## src/rtl/comb_feedback_ctrl.sv

```systemverilog
// comb_feedback_ctrl: control and arithmetic stage of a reverb comb filter.
// Computes y[n] = x[n] + g*y[n-D] over a four-state sequence and writes
// y[n] back into the external delay line with a single enable pulse.
// The delay-line tap is captured at accept time, so the shift caused by our
// own push never disturbs the sample currently being computed.
module comb_feedback_ctrl #(
  parameter int WIDTH  = 12,
  parameter int GAIN_W = 8
) (
  input  logic              clk,
  input  logic              rst,
  input  logic              sample_valid,
  input  logic [WIDTH-1:0]  x_in,
  input  logic [GAIN_W-1:0] gain,
  input  logic [WIDTH-1:0]  delayed_in,
  output logic [WIDTH-1:0]  fifo_din,
  output logic              fifo_enable,
  output logic [WIDTH-1:0]  y_out,
  output logic              y_valid,
  output logic              busy,
  output logic              overrun
);

  // Product width: signed sample times a sign-padded unsigned gain.
  localparam int PW = WIDTH + GAIN_W + 1;

  // Saturation bounds expressed at product width so the whole sum is compared.
  localparam logic signed [PW-1:0] SAT_MAX = {{(PW-WIDTH+1){1'b0}}, {(WIDTH-1){1'b1}}};
  localparam logic signed [PW-1:0] SAT_MIN = {{(PW-WIDTH+1){1'b1}}, {(WIDTH-1){1'b0}}};

  typedef enum logic [1:0] {
    S_IDLE = 2'd0,
    S_MUL  = 2'd1,
    S_ADD  = 2'd2,
    S_PUSH = 2'd3
  } state_e;

  // Clamp a wide signed sum into the signed WIDTH-bit range.
  function automatic logic [WIDTH-1:0] saturate(input logic signed [PW-1:0] v);
    logic [WIDTH-1:0] r;
    if (v > SAT_MAX) begin
      r = {1'b0, {(WIDTH-1){1'b1}}};
    end else if (v < SAT_MIN) begin
      r = {1'b1, {(WIDTH-1){1'b0}}};
    end else begin
      r = v[WIDTH-1:0];
    end
    return r;
  endfunction

  state_e                 state_q, state_d;
  logic [WIDTH-1:0]       x_q, x_d;
  logic [GAIN_W-1:0]      gain_q, gain_d;
  logic [WIDTH-1:0]       delayed_q, delayed_d;
  logic signed [PW-1:0]   product_q, product_d;
  logic [WIDTH-1:0]       y_q, y_d;
  logic [WIDTH-1:0]       fifo_din_q, fifo_din_d;
  logic [WIDTH-1:0]       y_out_q, y_out_d;
  logic                   fifo_enable_q, fifo_enable_d;
  logic                   y_valid_q, y_valid_d;
  logic                   busy_q, busy_d;
  logic                   overrun_q, overrun_d;

  logic signed [PW-1:0]   delayed_ext_s;
  logic signed [PW-1:0]   gain_ext_s;
  logic signed [PW-1:0]   x_ext_s;
  logic signed [PW-1:0]   scaled_s;
  logic signed [PW-1:0]   sum_s;

  // Next-state, datapath and output decode for the IDLE/MUL/ADD/PUSH sequence.
  always_comb begin
    state_d       = state_q;
    x_d           = x_q;
    gain_d        = gain_q;
    delayed_d     = delayed_q;
    product_d     = product_q;
    y_d           = y_q;
    fifo_din_d    = fifo_din_q;
    y_out_d       = y_out_q;
    fifo_enable_d = 1'b0;
    y_valid_d     = 1'b0;

    delayed_ext_s = {{(PW-WIDTH){delayed_q[WIDTH-1]}}, delayed_q};
    gain_ext_s    = {{(PW-GAIN_W){1'b0}}, gain_q};
    x_ext_s       = {{(PW-WIDTH){x_q[WIDTH-1]}}, x_q};
    // Arithmetic shift floors toward minus infinity, as the filter expects.
    scaled_s      = product_q >>> GAIN_W;
    sum_s         = x_ext_s + scaled_s;

    case (state_q)
      S_IDLE: begin
        if (sample_valid) begin
          x_d       = x_in;
          gain_d    = gain;
          delayed_d = delayed_in;
          state_d   = S_MUL;
        end else begin
          state_d   = S_IDLE;
        end
      end
      S_MUL: begin
        product_d = delayed_ext_s * gain_ext_s;
        state_d   = S_ADD;
      end
      S_ADD: begin
        y_d     = saturate(sum_s);
        state_d = S_PUSH;
      end
      S_PUSH: begin
        fifo_din_d    = y_q;
        y_out_d       = y_q;
        fifo_enable_d = 1'b1;
        y_valid_d     = 1'b1;
        state_d       = S_IDLE;
      end
      default: begin
        state_d = S_IDLE;
      end
    endcase

    // A strobe arriving mid-computation is dropped and flagged permanently.
    if (sample_valid && (state_q != S_IDLE)) begin
      overrun_d = 1'b1;
    end else begin
      overrun_d = overrun_q;
    end

    busy_d = (state_d != S_IDLE);
  end

  // State and output registers; reset abandons any in-flight sample.
  always_ff @(posedge clk or posedge rst) begin
    if (rst) begin
      state_q       <= S_IDLE;
      x_q           <= {WIDTH{1'b0}};
      gain_q        <= {GAIN_W{1'b0}};
      delayed_q     <= {WIDTH{1'b0}};
      product_q     <= {PW{1'b0}};
      y_q           <= {WIDTH{1'b0}};
      fifo_din_q    <= {WIDTH{1'b0}};
      y_out_q       <= {WIDTH{1'b0}};
      fifo_enable_q <= 1'b0;
      y_valid_q     <= 1'b0;
      busy_q        <= 1'b0;
      overrun_q     <= 1'b0;
    end else begin
      state_q       <= state_d;
      x_q           <= x_d;
      gain_q        <= gain_d;
      delayed_q     <= delayed_d;
      product_q     <= product_d;
      y_q           <= y_d;
      fifo_din_q    <= fifo_din_d;
      y_out_q       <= y_out_d;
      fifo_enable_q <= fifo_enable_d;
      y_valid_q     <= y_valid_d;
      busy_q        <= busy_d;
      overrun_q     <= overrun_d;
    end
  end

  assign fifo_din    = fifo_din_q;
  assign fifo_enable = fifo_enable_q;
  assign y_out       = y_out_q;
  assign y_valid     = y_valid_q;
  assign busy        = busy_q;
  assign overrun     = overrun_q;

endmodule
```

## config.mk

```make
export PLATFORM = sky130hd
export DESIGN_NAME = comb_feedback_ctrl
export DESIGN_NICKNAME = d
export VERILOG_FILES = /design/src/rtl/comb_feedback_ctrl.sv
export SDC_FILE = /design/constraint.sdc
export NUM_CORES = 1
export LEC_CHECK = 0
export CAP_MARGIN = 20
export CORE_MARGIN = 2
export CORE_UTILIZATION = 64
export CTS_CLUSTER_SIZE = 20
export DETAILED_ROUTE_END_ITERATION = 12
export GPL_TIMING_DRIVEN = 0
export PLACE_DENSITY_LB_ADDON = 0.08
export SYNTH_ARGS = -nofsm -noshare
export SYNTH_HDL_FRONTEND = slang
export SYNTH_SLANG_ARGS = --single-unit
```

## constraint.sdc

```tcl
create_clock -name clk -period 12.2 [get_ports clk]
set_clock_uncertainty 0.05 [all_clocks]
set_input_delay 2.44 -clock clk [delete_from_list [all_inputs] [get_ports clk]]
set_output_delay 2.44 -clock clk [all_outputs]
set_load 0.01 [all_outputs]
```

==> metrics.md, run 1 <==
| Metric | Value |
|---|---|
| Critical-path top delay cell | `fa_1` |
| Result of the run | `completed` |
| Number of nets still failing antenna checks after routing | `0` |
| Max-cap check violation count | `0` |
| Synth Cell Area | `6995 um^2` |
| Per-cell via count in the routed design | `between 5 and 6` |
| Floorplan die width | `108.6 um` |
| Critical register-to-register path startpoint | `gain_q[2]` |
| Predominant post-synthesis flop cell | `dfrtp_1` |
| GRT overflow | `0` |
| Worst Max-Slew Pin Slew | `786.9 ps` |
| Number of distinct standard cells referenced by the synthesized netlist | `48` |
| Average wire per cell in the routed design | `15.80 um` |
| Buffer type at the clock tree root | `clkbuf_8` |
| Die outline area | `11780 um^2` |
| Synthesized area divided by synthesized cell count | `slightly above 10 um^2` |
| Highest clock rate | `179.0 MHz` |
| Hold crit path type | `flop to flop` |
| Launch point of the critical path | `gain_q[2]` |
| Clk_lat worst skew | `between 300 and 400 ps` |
| Number of top-level design ports | `63` |
| Count of pins over their slew limit | `0` |
| Worst flop-to-flop path endpoint | `product_q[19]` |
| List of most frequent post-synthesis cells | `118 x inv_1, 78 x fa_1, 74 x dfrtp_1` |
| Port buffer count | `62` |
| Final HPWL from detailed placement | `11510 um` |
| Critical-path cell list | `clkbuf_1 > nand2_1 > fa_1 > inv_1 > fa_1 > fa_1 > inv_1 > fa_1 > inv_1 > ha_1 > a21oi_1 > o21ai_0 > a21oi_1 > a21oi_1 > a211oi_1 > xnor2_1 > mux2_2` |
| First-pass iteration count of the detailed router | `4` |
| Clock sink count | `74` |
| Largest net degree at the start of global routing | `40` |
| Most common cell in the netlist | `inv_1` |
| Bufs and invs on worst path | `4` |
| Number of warnings reported in the yosys synthesis log | `0` |
| Met1 track utilization from global routing | `0.3630` |
| Share of synthesized registers carrying an async set or reset | `1.000` |
| Critical Path Sink Type | `flop` |
| R2R setup slack | `approximately 6600 ps` |
| Initial DRC count | `189` |
| Hold-critical path endpoint | `overrun` |
| Number of antenna violations at the first check in global routing | `0` |
| Core Rows | `38` |
| Synth area leaders | `dfrtp_1 26%, fa_1 22%, ha_1 9.8%` |
| Number of setup buffers added after CTS | `0` |
| Number of hold buffers added after CTS | `0` |
| Post-cts sizing count | `0` |
| Worst Min Path Start | `overrun` |
| Critical path's most frequent cell | `fa_1` |
| Net total in the final layout | `930` |
| Post-route fraction of the period consumed by the critical path | `0.4580` |
| Number of cells traversed by the worst hold path | `1` |
| Critical path start-end classification | `flop to flop` |
| Top cell type's share of synthesized area | `0.2647` |
| Flop and latch count out of synthesis | `between 70 and 80` |
| Fraction of met2 tracks used by global routing | `0.4571` |
| Required time of the worst setup path | `12400 ps` |
| Weighted congestion reported at the end of routability-driven placement | `0.8625` |
| Met3 layer usage reported by global route | `0.04099` |
| Data arrival at the endpoint of the critical path | `5790 ps` |
| Final setup violation count | `0` |
| Hold Violations, Final | `0` |
| Unrepaired setup endpoints after global routing | `no` |
| Fill cell count | `810` |
| Starting density of the core | `0.6510` |
| Number of synthesized flops with an enable pin | `0` |
| Setup TNS Final | `0 ps` |
| DRC | `0` |
| Most congested layer reported by global routing | `met2` |
| Layout-stage area growth over the synthesis result | `14.36%` |
| Maximum root-to-sink buffer count | `2` |
| First-pass GRT wire length | `24550 um` |
| Post-synthesis net count | `856` |
| Most area-hungry cell type in the Yosys netlist | `dfrtp_1` |
| Routed Wire Length | `14330 um` |
| Number of vias after detailed routing | `about 5000` |
| CP Max Fanout | `10` |
| Multi-input combinational cell area | `between 4000 and 5000 um^2` |
| Count of inserted antenna diode cells | `0` |
| Share of cells above drive strength 1 | `0.1278` |
| Clock tree from TritonCTS | `done` |
| Gate family responsible for the most delay along the worst path | `adder cells` |
| Depth of the most critical reg-to-reg path | `17` |
| Max H-tree Level | `3` |
| Overall routing resource usage | `0.2735` |
| Clock transition at the registers of the reported paths | `80 ps` |
| Core area | `10750 um^2` |
| Vias in the first global route | `5229` |
| Part of the Yosys area used for sequential elements | `0.2647` |
| Largest stage delay, worst path | `560 ps` |
| Die Y | `108.6 um` |
| Footprint of the flip-flops and latches | `1852 um^2` |
| Cts bufs inserted | `9` |
| Setup crit start kind | `flop` |
| Cell count after synthesis | `688` |
| Clock period minus worst slack | `approximately 5600 ps` |
| Rel. slew slack | `0.4754` |
-- sequential cells by signal, indices dropped and copies added (netlist names) --
signal	flops
gain_q	8
product_q	13
delayed_q	12
y_valid	1
x_q	12
y_q	12
y_out	12
state_q	2
busy	1
overrun	1
-- stage by stage --
| stage | setup WS [ps] | cells | instance area (um^2) | hold slack, ps | util |
|---|---|---|---|---|---|
| 3_3_place_gp | 6605 | 890 | 7791 | 391.1 | 0.7251 |
| 4_1_cts | 6627 | 907 | 8000 | 417.7 | 0.7445 |
| 5_1_grt | 6249 | 907 | 8000 | 434.4 | 0.7445 |
| 3_5_place_dp | 6655 | 891 | 7814 | 401.6 | 0.7272 |
| 2_1_floorplan | 7288 | 688 | 6995 | 403.8 | - |
| 6_report | 6612 | 907 | 8000 | 417.4 | 0.7445 |
-- worst reg2reg max path: cells and delay by family (launching register included) --
kind	cells	cell delay (ps)
compound gates	5	1350
fa+ha+maj	5	2400
flops	1	430
xor+xnor	1	140
mux	1	280
buf+inv	4	640
simple gates	1	180
-- layer usage --
| metal | vias up | share of wire |
|---|---|---|
| met4 | 0 | 0.024 |
| li1 | 2348 | - |
| met1 | 2491 | 0.43 |
| met2 | 103 | 0.50 |
| met3 | 24 | 0.045 |
| met5 | - | 0 |
-- cell usage in the layout, fill, tap and decap left out, types with 2 or more instances in the layout --
master	n
inv_1	117
fa_1	78
dfrtp_1	74
nand2_1	68
clkdlybuf4s50_1	62
ha_1	55
mux2_2	53
and2_1	46
a21oi_1	28
xnor2_1	19
clkbuf_1	19
o21ai_0	16
buf_4	13
nor2_1	10
a22oi_2	10
clkbuf_8	9
nor3_1	8
a21o_1	8
a211oi_1	7
buf_1	5
nor2b_1	5
o21bai_1	4
xor2_1	4
nand3_1	4
and3_1	4
nand4b_1	3
a31oi_1	3
nor4_1	2
nand2b_1	2
or3_1	2
o21a_1	2
a211oi_2	2
clkinv_2	2
clkinvlp_4	2
-- kinds of logic after synthesis --
kind of cell | share of synthesized area
flops | 0.2647
fa+ha+maj | 0.3216
mux | 0.08532
simple gates | 0.1168
buf+inv | 0.09140
compound gates | 0.09140
xor+xnor | 0.02880
-- worst max-delay path by stage --
stage / endpoint / cells after the start
6_report: product_q[19] / 17
5_1_grt: product_q[19] / 17
4_1_cts: product_q[19] / 18
3_5_place_dp: product_q[19] / 18
3_3_place_gp: delayed_q[10] / 2
2_1_floorplan: product_q[19] / 18
-- layout make-up --
| type | instances | share of cell area |
|---|---|---|
| multi-input cells | 459 | 0.5630 |
| well taps | 140 | 0.02190 |
| repair buffers | 63 | 0.08008 |
| clock inverters | 5 | 0.006881 |
| inverters | 118 | 0.05568 |
| plain buffers | 37 | 0.02455 |
| clock buffers | 11 | 0.01642 |
| flip-flops and latches | 74 | 0.2315 |
Power of run 1 is not shown: default switching activity piles up to over one toggle a cycle in this logic, so the estimate is an artifact.
==> run 2, diff against run 1 <==
--- a/config.mk
+++ b/config.mk
@@ -7,7 +7,7 @@
 export LEC_CHECK = 0
 export CAP_MARGIN = 20
 export CORE_MARGIN = 2
-export CORE_UTILIZATION = 64
+export CORE_UTILIZATION = 60
 export CTS_CLUSTER_SIZE = 20
 export DETAILED_ROUTE_END_ITERATION = 12
 export GPL_TIMING_DRIVEN = 0
==> constraint.sdc (replaced) <==
create_clock -name clk -period 5.85 [get_ports clk]
set_clock_uncertainty 0.05 [all_clocks]
set_input_delay 1.17 -clock clk [delete_from_list [all_inputs] [get_ports clk]]
set_output_delay 1.17 -clock clk [all_outputs]
set_load 0.01 [all_outputs]
==> metrics.md, run 2 (synthesis gave the netlist of run 1 again) <==
| Metric | Value |
|---|---|
| Core Rows | `39 (+2.6%)` |
| Gate family responsible for the most delay along the worst path | `adder cells` |
| Hold-critical path endpoint | `overrun` |
| Initial DRC count | `200 (+5.8%)` |
| Unrepaired setup endpoints after global routing | `no` |
| Final HPWL from detailed placement | `11630 um (+0.98%)` |
| Clock sink count | `74 (unchanged)` |
| Setup crit start kind | `flop` |
| Starting density of the core | `0.6126 (-0.03838)` |
| Die Y | `112.0 um (+3.2%)` |
| Overall routing resource usage | `0.2621 (-0.01140)` |
| Worst flop-to-flop path endpoint | `product_q[19]` |
| Data arrival at the endpoint of the critical path | `5600 ps (-190 ps)` |
| Clock tree from TritonCTS | `done` |
| Count of pins over their slew limit | `0 (unchanged)` |
| Critical-path cell list | `clkbuf_1 > and2_1 > fa_1 > inv_1 > fa_1 > inv_1 > fa_1 > inv_1 > fa_1 > inv_1 > ha_1 > a21oi_1 > nor2b_1 > o32ai_1 > a21oi_1 > a211oi_2 > xnor2_1 > mux2_2` |
| Critical Path Sink Type | `flop` |
| Result of the run | `completed` |
| Max H-tree Level | `3 (unchanged)` |
| Share of cells above drive strength 1 | `0.1317 (+0.003911)` |
| Routed Wire Length | `14790 um (+3.2%)` |
| Clk_lat worst skew | `340 ps (-30 ps)` |
| Cts bufs inserted | `9 (unchanged)` |
| Hold Violations, Final | `0 (unchanged)` |
| Maximum root-to-sink buffer count | `2 (unchanged)` |
| Worst Max-Slew Pin Slew | `913.2 ps (+126.3 ps)` |
| R2R setup slack | `420 ps (-6200 ps)` |
| Vias in the first global route | `5618 (+7.4%)` |
| Clock transition at the registers of the reported paths | `60 ps (-20 ps)` |
| Setup TNS Final | `0 ps (unchanged)` |
| Most used cells in the layout excluding fill and tap cells | `117 x inv_1, 78 x fa_1, 74 x dfrtp_1` |
| Number of cells traversed by the worst hold path | `1 (unchanged)` |
| Number of vias after detailed routing | `5012 (+0.93%)` |
| Required time of the worst setup path | `6020 ps (-6380 ps)` |
| Highest clock rate | `184.0 MHz (+2.8%)` |
| Count of inserted antenna diode cells | `0 (unchanged)` |
| Max-cap check violation count | `0 (unchanged)` |
| Net total in the final layout | `930 (unchanged)` |
| Per-cell via count in the routed design | `5.508 (+0.59%)` |
| Post-cts sizing count | `0 (unchanged)` |
| Fill cell count | `850 (+4.9%)` |
| Critical register-to-register path startpoint | `gain_q[2]` |
| Number of flip-flops in the largest register | `13 (unchanged)` |
| Average wire per cell in the routed design | `16.25 um (+2.9%)` |
| Register bank with the most flops | `product_q` |
| First-pass GRT wire length | `26120 um (+6.4%)` |
| Most common cell after layout, fill and taps aside | `inv_1` |
| Die outline area | `12540 um^2 (+6.4%)` |
| Number of hold buffers added after CTS | `0 (unchanged)` |
| Hold crit path type | `flop to flop` |
| Critical-path top delay cell | `fa_1` |
| Floorplan die width | `112.0 um (+3.2%)` |
| Core area | `11420 um^2 (+6.3%)` |
| Largest net degree at the start of global routing | `60 (+50%)` |
| Worst Min Path Start | `overrun` |
| CP Max Fanout | `10 (unchanged)` |
| Buffer type at the clock tree root | `clkbuf_16` |
| Largest stage delay, worst path | `670 ps (+110 ps)` |
| Depth of the most critical reg-to-reg path | `18 (+1)` |
| DRC | `0 (unchanged)` |
| Number of antenna violations at the first check in global routing | `0 (unchanged)` |
| Number of top-level design ports | `63 (unchanged)` |
| Footprint of the flip-flops and latches | `1852 um^2 (unchanged)` |
| Critical path start-end classification | `flop to flop` |
| Post-route fraction of the period consumed by the critical path | `0.9288 (+0.4708)` |
| First-pass iteration count of the detailed router | `4 (unchanged)` |
| Final setup violation count | `0 (unchanged)` |
| Weighted congestion reported at the end of routability-driven placement | `0.8705 (+0.93%)` |
| Number of nets still failing antenna checks after routing | `0 (unchanged)` |
| Rel. slew slack | `0.3912 (-0.08421)` |
| Clock period minus worst slack | `5434 ps (-154.5 ps)` |
| Multi-input combinational cell area | `4509 um^2 (+0.11%)` |
| Number of setup buffers added after CTS | `0 (unchanged)` |
| Port buffer count | `62 (unchanged)` |
| Layout-stage area growth over the synthesis result | `16.40%` |
| Bufs and invs on worst path | `5 (+1)` |
| GRT overflow | `0 (unchanged)` |
[run 2: cell count changes in the layout (fill, tap and decap cells not counted)]
cell / change
a211oi_2: +1
a211oi_1: -1
clkinvlp_4: -2
inv_6: +1
clkinv_4: +4
clkinv_2: -2
buf_12: -1
clkbuf_1: -2
clkbuf_16: +9
buf_16: +1
clkbuf_8: -8
[run 2: metal layers]
metal,up-vias,track usage,wire length (um)
met5,-,0,0
met4,0,0.1000,362
met3,34,0.04083,502
met2,95,0.4489,7485
met1,2526,0.3385,6438
li1,2357,-,-
[run 2: stage by stage]
| stage | std cells | cell area, um^2 | util | setup WS (ps) | hold WS (ps) |
|---|---|---|---|---|---|
| 6_report | 910 | 8143 | 0.7131 | 416.5 | 409.6 |
| 4_1_cts | 910 | 8138 | 0.7127 | 279.8 | 417.7 |
| 5_1_grt | 910 | 8143 | 0.7131 | 92.35 | 445.1 |
| 3_5_place_dp | 894 | 7825 | 0.6853 | 376.9 | 401.6 |
| 3_3_place_gp | 893 | 7795 | 0.6827 | 466.4 | 390.5 |
| 2_1_floorplan | 688 | 6995 | - | 937.8 | 403.8 |
[run 2: final cells by class]
| cell class | instances | area share |
|---|---|---|
| multi-input combinational | 459 | 0.5538 |
| sequential | 74 | 0.2274 |
| timing repair buffer | 63 | 0.07959 |
| inverter | 118 | 0.05470 |
| clock buffer | 10 | 0.02935 |
| buffer | 37 | 0.02412 |
| tap | 143 | 0.02197 |
| clock inverter | 6 | 0.009066 |
[run 2: worst max-delay path by stage]
stage                     startpoint       endpoint  cells past startpoint
after global routing       gain_q[2]  product_q[20]                     18
after global placement     gain_q[2]  product_q[19]                     18
after detailed placement   gain_q[2]  product_q[19]                     18
after floorplan            gain_q[1]  product_q[19]                     18
final                      gain_q[2]  product_q[19]                     18
after CTS                  gain_q[2]  product_q[19]                     18
Power of run 2 is left out for the same reason.
==> run 3, diff against run 2 <==
--- a/config.mk
+++ b/config.mk
@@ -12,6 +12,7 @@
 export DETAILED_ROUTE_END_ITERATION = 12
 export GPL_TIMING_DRIVEN = 0
 export PLACE_DENSITY_LB_ADDON = 0.08
+export SLEW_MARGIN = 20
 export SYNTH_ARGS = -nofsm -noshare
 export SYNTH_HDL_FRONTEND = slang
 export SYNTH_SLANG_ARGS = --single-unit
==> metrics.md, run 3 (synthesis gave the netlist of run 1 again) <==
| Metric | Value |
|---|---|
| Critical path start-end classification | `flop to flop` |
| Final setup violation count | `0 (unchanged)` |
| Highest clock rate | `180.4 MHz (-2.0%)` |
| R2R setup slack | `310 ps (-110 ps)` |
| Number of vias after detailed routing | `5041 (+0.58%)` |
| Cts bufs inserted | `9 (unchanged)` |
| Vias in the first global route | `5519 (-1.8%)` |
| Critical Path Sink Type | `flop` |
| Fill cell count | `867 (+2.0%)` |
| Clock tree from TritonCTS | `done` |
| Clk_lat worst skew | `350 ps (about the same)` |
| Critical Path Sink | `product_q[19]` |
| Hold Violations, Final | `0 (unchanged)` |
| Net total in the final layout | `930 (unchanged)` |
| Port buffer count | `62 (unchanged)` |
| Utilization of the core after routing | `0.7127 (about the same)` |
| Required time of the worst setup path | `6020 ps (about the same)` |
| Number of nets still failing antenna checks after routing | `0 (unchanged)` |
| Gate family responsible for the most delay along the worst path | `adder cells` |
| Number of cells traversed by the worst hold path | `1 (unchanged)` |
| Critical register-to-register path startpoint | `gain_q[2]` |
| Launch point of the critical path | `gain_q[2]` |
| First-pass GRT wire length | `25820 um (-1.1%)` |
| Most used cells in the layout excluding fill and tap cells | `117 x inv_1, 78 x fa_1, 74 x dfrtp_1` |
| Layout-stage area growth over the synthesis result | `16.33% (about the same)` |
| Largest stage delay, worst path | `660 ps (about the same)` |
| Hold crit path type | `flop to flop` |
| CP Max Fanout | `10 (unchanged)` |
| Unrepaired setup endpoints after global routing | `no` |
| Core area | `11420 um^2 (unchanged)` |
| Worst flop-to-flop path endpoint | `product_q[19]` |
| Die Y | `112.0 um (unchanged)` |
| Weighted congestion reported at the end of routability-driven placement | `0.8705 (unchanged)` |
| Post-cts sizing count | `0 (unchanged)` |
| Critical-path top delay cell | `fa_1` |
| Average wire per cell in the routed design | `16.17 um (-0.49%)` |
| Data arrival at the endpoint of the critical path | `5720 ps (+120 ps)` |
| Number of top-level design ports | `63 (unchanged)` |
| Critical-path cell list | `clkbuf_1 > and2_1 > fa_1 > inv_1 > fa_1 > inv_1 > fa_1 > inv_1 > fa_1 > inv_1 > ha_1 > a21oi_1 > nor2b_1 > o32ai_1 > a21oi_1 > a211oi_1 > xnor2_1 > mux2_2` |
| GRT overflow | `0 (unchanged)` |
| Final HPWL from detailed placement | `11550 um (-0.66%)` |
| Rel. slew slack | `0.3870 (-0.004169)` |
| Worst Min Path Start | `overrun` |
| Count of pins over their slew limit | `0 (unchanged)` |
| Starting density of the core | `0.6126 (unchanged)` |
| Depth of the most critical reg-to-reg path | `18 (unchanged)` |
| Post-route worst hold slack | `409.7 ps (+0.1450 ps)` |
| Worst Max-Slew Pin Slew | `919.5 ps (+6.254 ps)` |
| Bufs and invs on worst path | `5 (unchanged)` |
| Count of inserted antenna diode cells | `0 (unchanged)` |
| Die outline area | `12540 um^2 (unchanged)` |
| DRC | `0 (unchanged)` |
| Overall routing resource usage | `0.2588 (-0.003280)` |
| Number of flip-flops in the largest register | `13 (unchanged)` |
| Most common cell after layout, fill and taps aside | `inv_1` |
| Clock transition at the registers of the reported paths | `60 ps (about the same)` |
| Clock sink count | `74 (unchanged)` |
| Per-cell via count in the routed design | `5.540 (+0.58%)` |
| Clock period minus worst slack | `5544 ps (+110.5 ps)` |
| Number of hold buffers added after CTS | `0 (unchanged)` |
| Maximum root-to-sink buffer count | `2 (unchanged)` |
| Number of setup buffers added after CTS | `0 (unchanged)` |
| Largest net degree at the start of global routing | `58 (-3.3%)` |
| Floorplan die width | `112.0 um (unchanged)` |
| Max-cap check violation count | `0 (unchanged)` |
| Setup crit start kind | `flop` |
| Number of antenna violations at the first check in global routing | `0 (unchanged)` |
| Post-route fraction of the period consumed by the critical path | `0.9477 (+0.01890)` |
| Register bank with the most flops | `product_q` |
| Max H-tree Level | `3 (unchanged)` |
| Setup TNS Final | `0 ps (unchanged)` |
| First-pass iteration count of the detailed router | `4 (unchanged)` |
| Number of gates on the worst path with buffers counted | `18 (unchanged)` |
| Share of cells above drive strength 1 | `0.1304 (-0.001304)` |
| Result of the run | `completed` |
| Routed Wire Length | `14710 um (-0.49%)` |
| Buffer type at the clock tree root | `clkbuf_16` |
| Initial DRC count | `193 (-3.5%)` |
| Core Rows | `39 (unchanged)` |
==> run 3: layout make-up <==
cell class	count	area (um^2)	area share
clock buffer	10	239.0	0.02937
buffer	37	196.4	0.02414
sequential	74	1852	0.2276
inverter	118	445.4	0.05474
clock inverter	6	73.82	0.009071
multi-input combinational	459	4504	0.5535
timing repair buffer	63	648.1	0.07964
tap	143	178.9	0.02199
==> run 3: layer usage <==
metal	up-vias	routed length, um	global-route usage
met5	-	0	0
met4	0	373	0.1016
met3	33	637	0.03702
met2	110	7361	0.4416
met1	2542	6342	0.3366
li1	2356	-	-
==> run 3: worst min path at each step <==
stage | end | slack [ps]
after floorplan | product_q[8] | 400
after global placement | overrun | 390
after detailed placement | overrun | 400
after CTS | overrun | 420
after global routing | overrun | 450
final | overrun | 410
==> run 3: through the flow <==
stage / setup WS [ps] / instance area, um^2 / instances
after floorplan: 937.8 / 6995 / 688
after global placement: 466.4 / 7795 / 893
after detailed placement: 353.3 / 7825 / 894
after CTS: 307.8 / 8138 / 910
after global routing: 55.01 / 8138 / 910
final: 306.0 / 8138 / 910
==> run 3: worst reg2reg max path: stages (launching register included) <==
cell and delay [ps]:
dfrtp_1 440, clkbuf_1 310, and2_1 260, fa_1 660
inv_1 170, fa_1 560, inv_1 50, fa_1 470
inv_1 50, fa_1 530, inv_1 40, ha_1 360
a21oi_1 170, nor2b_1 80, o32ai_1 250, a21oi_1 140
a211oi_1 440, xnor2_1 120, mux2_2 270
Power of run 3 is left out for the same reason.
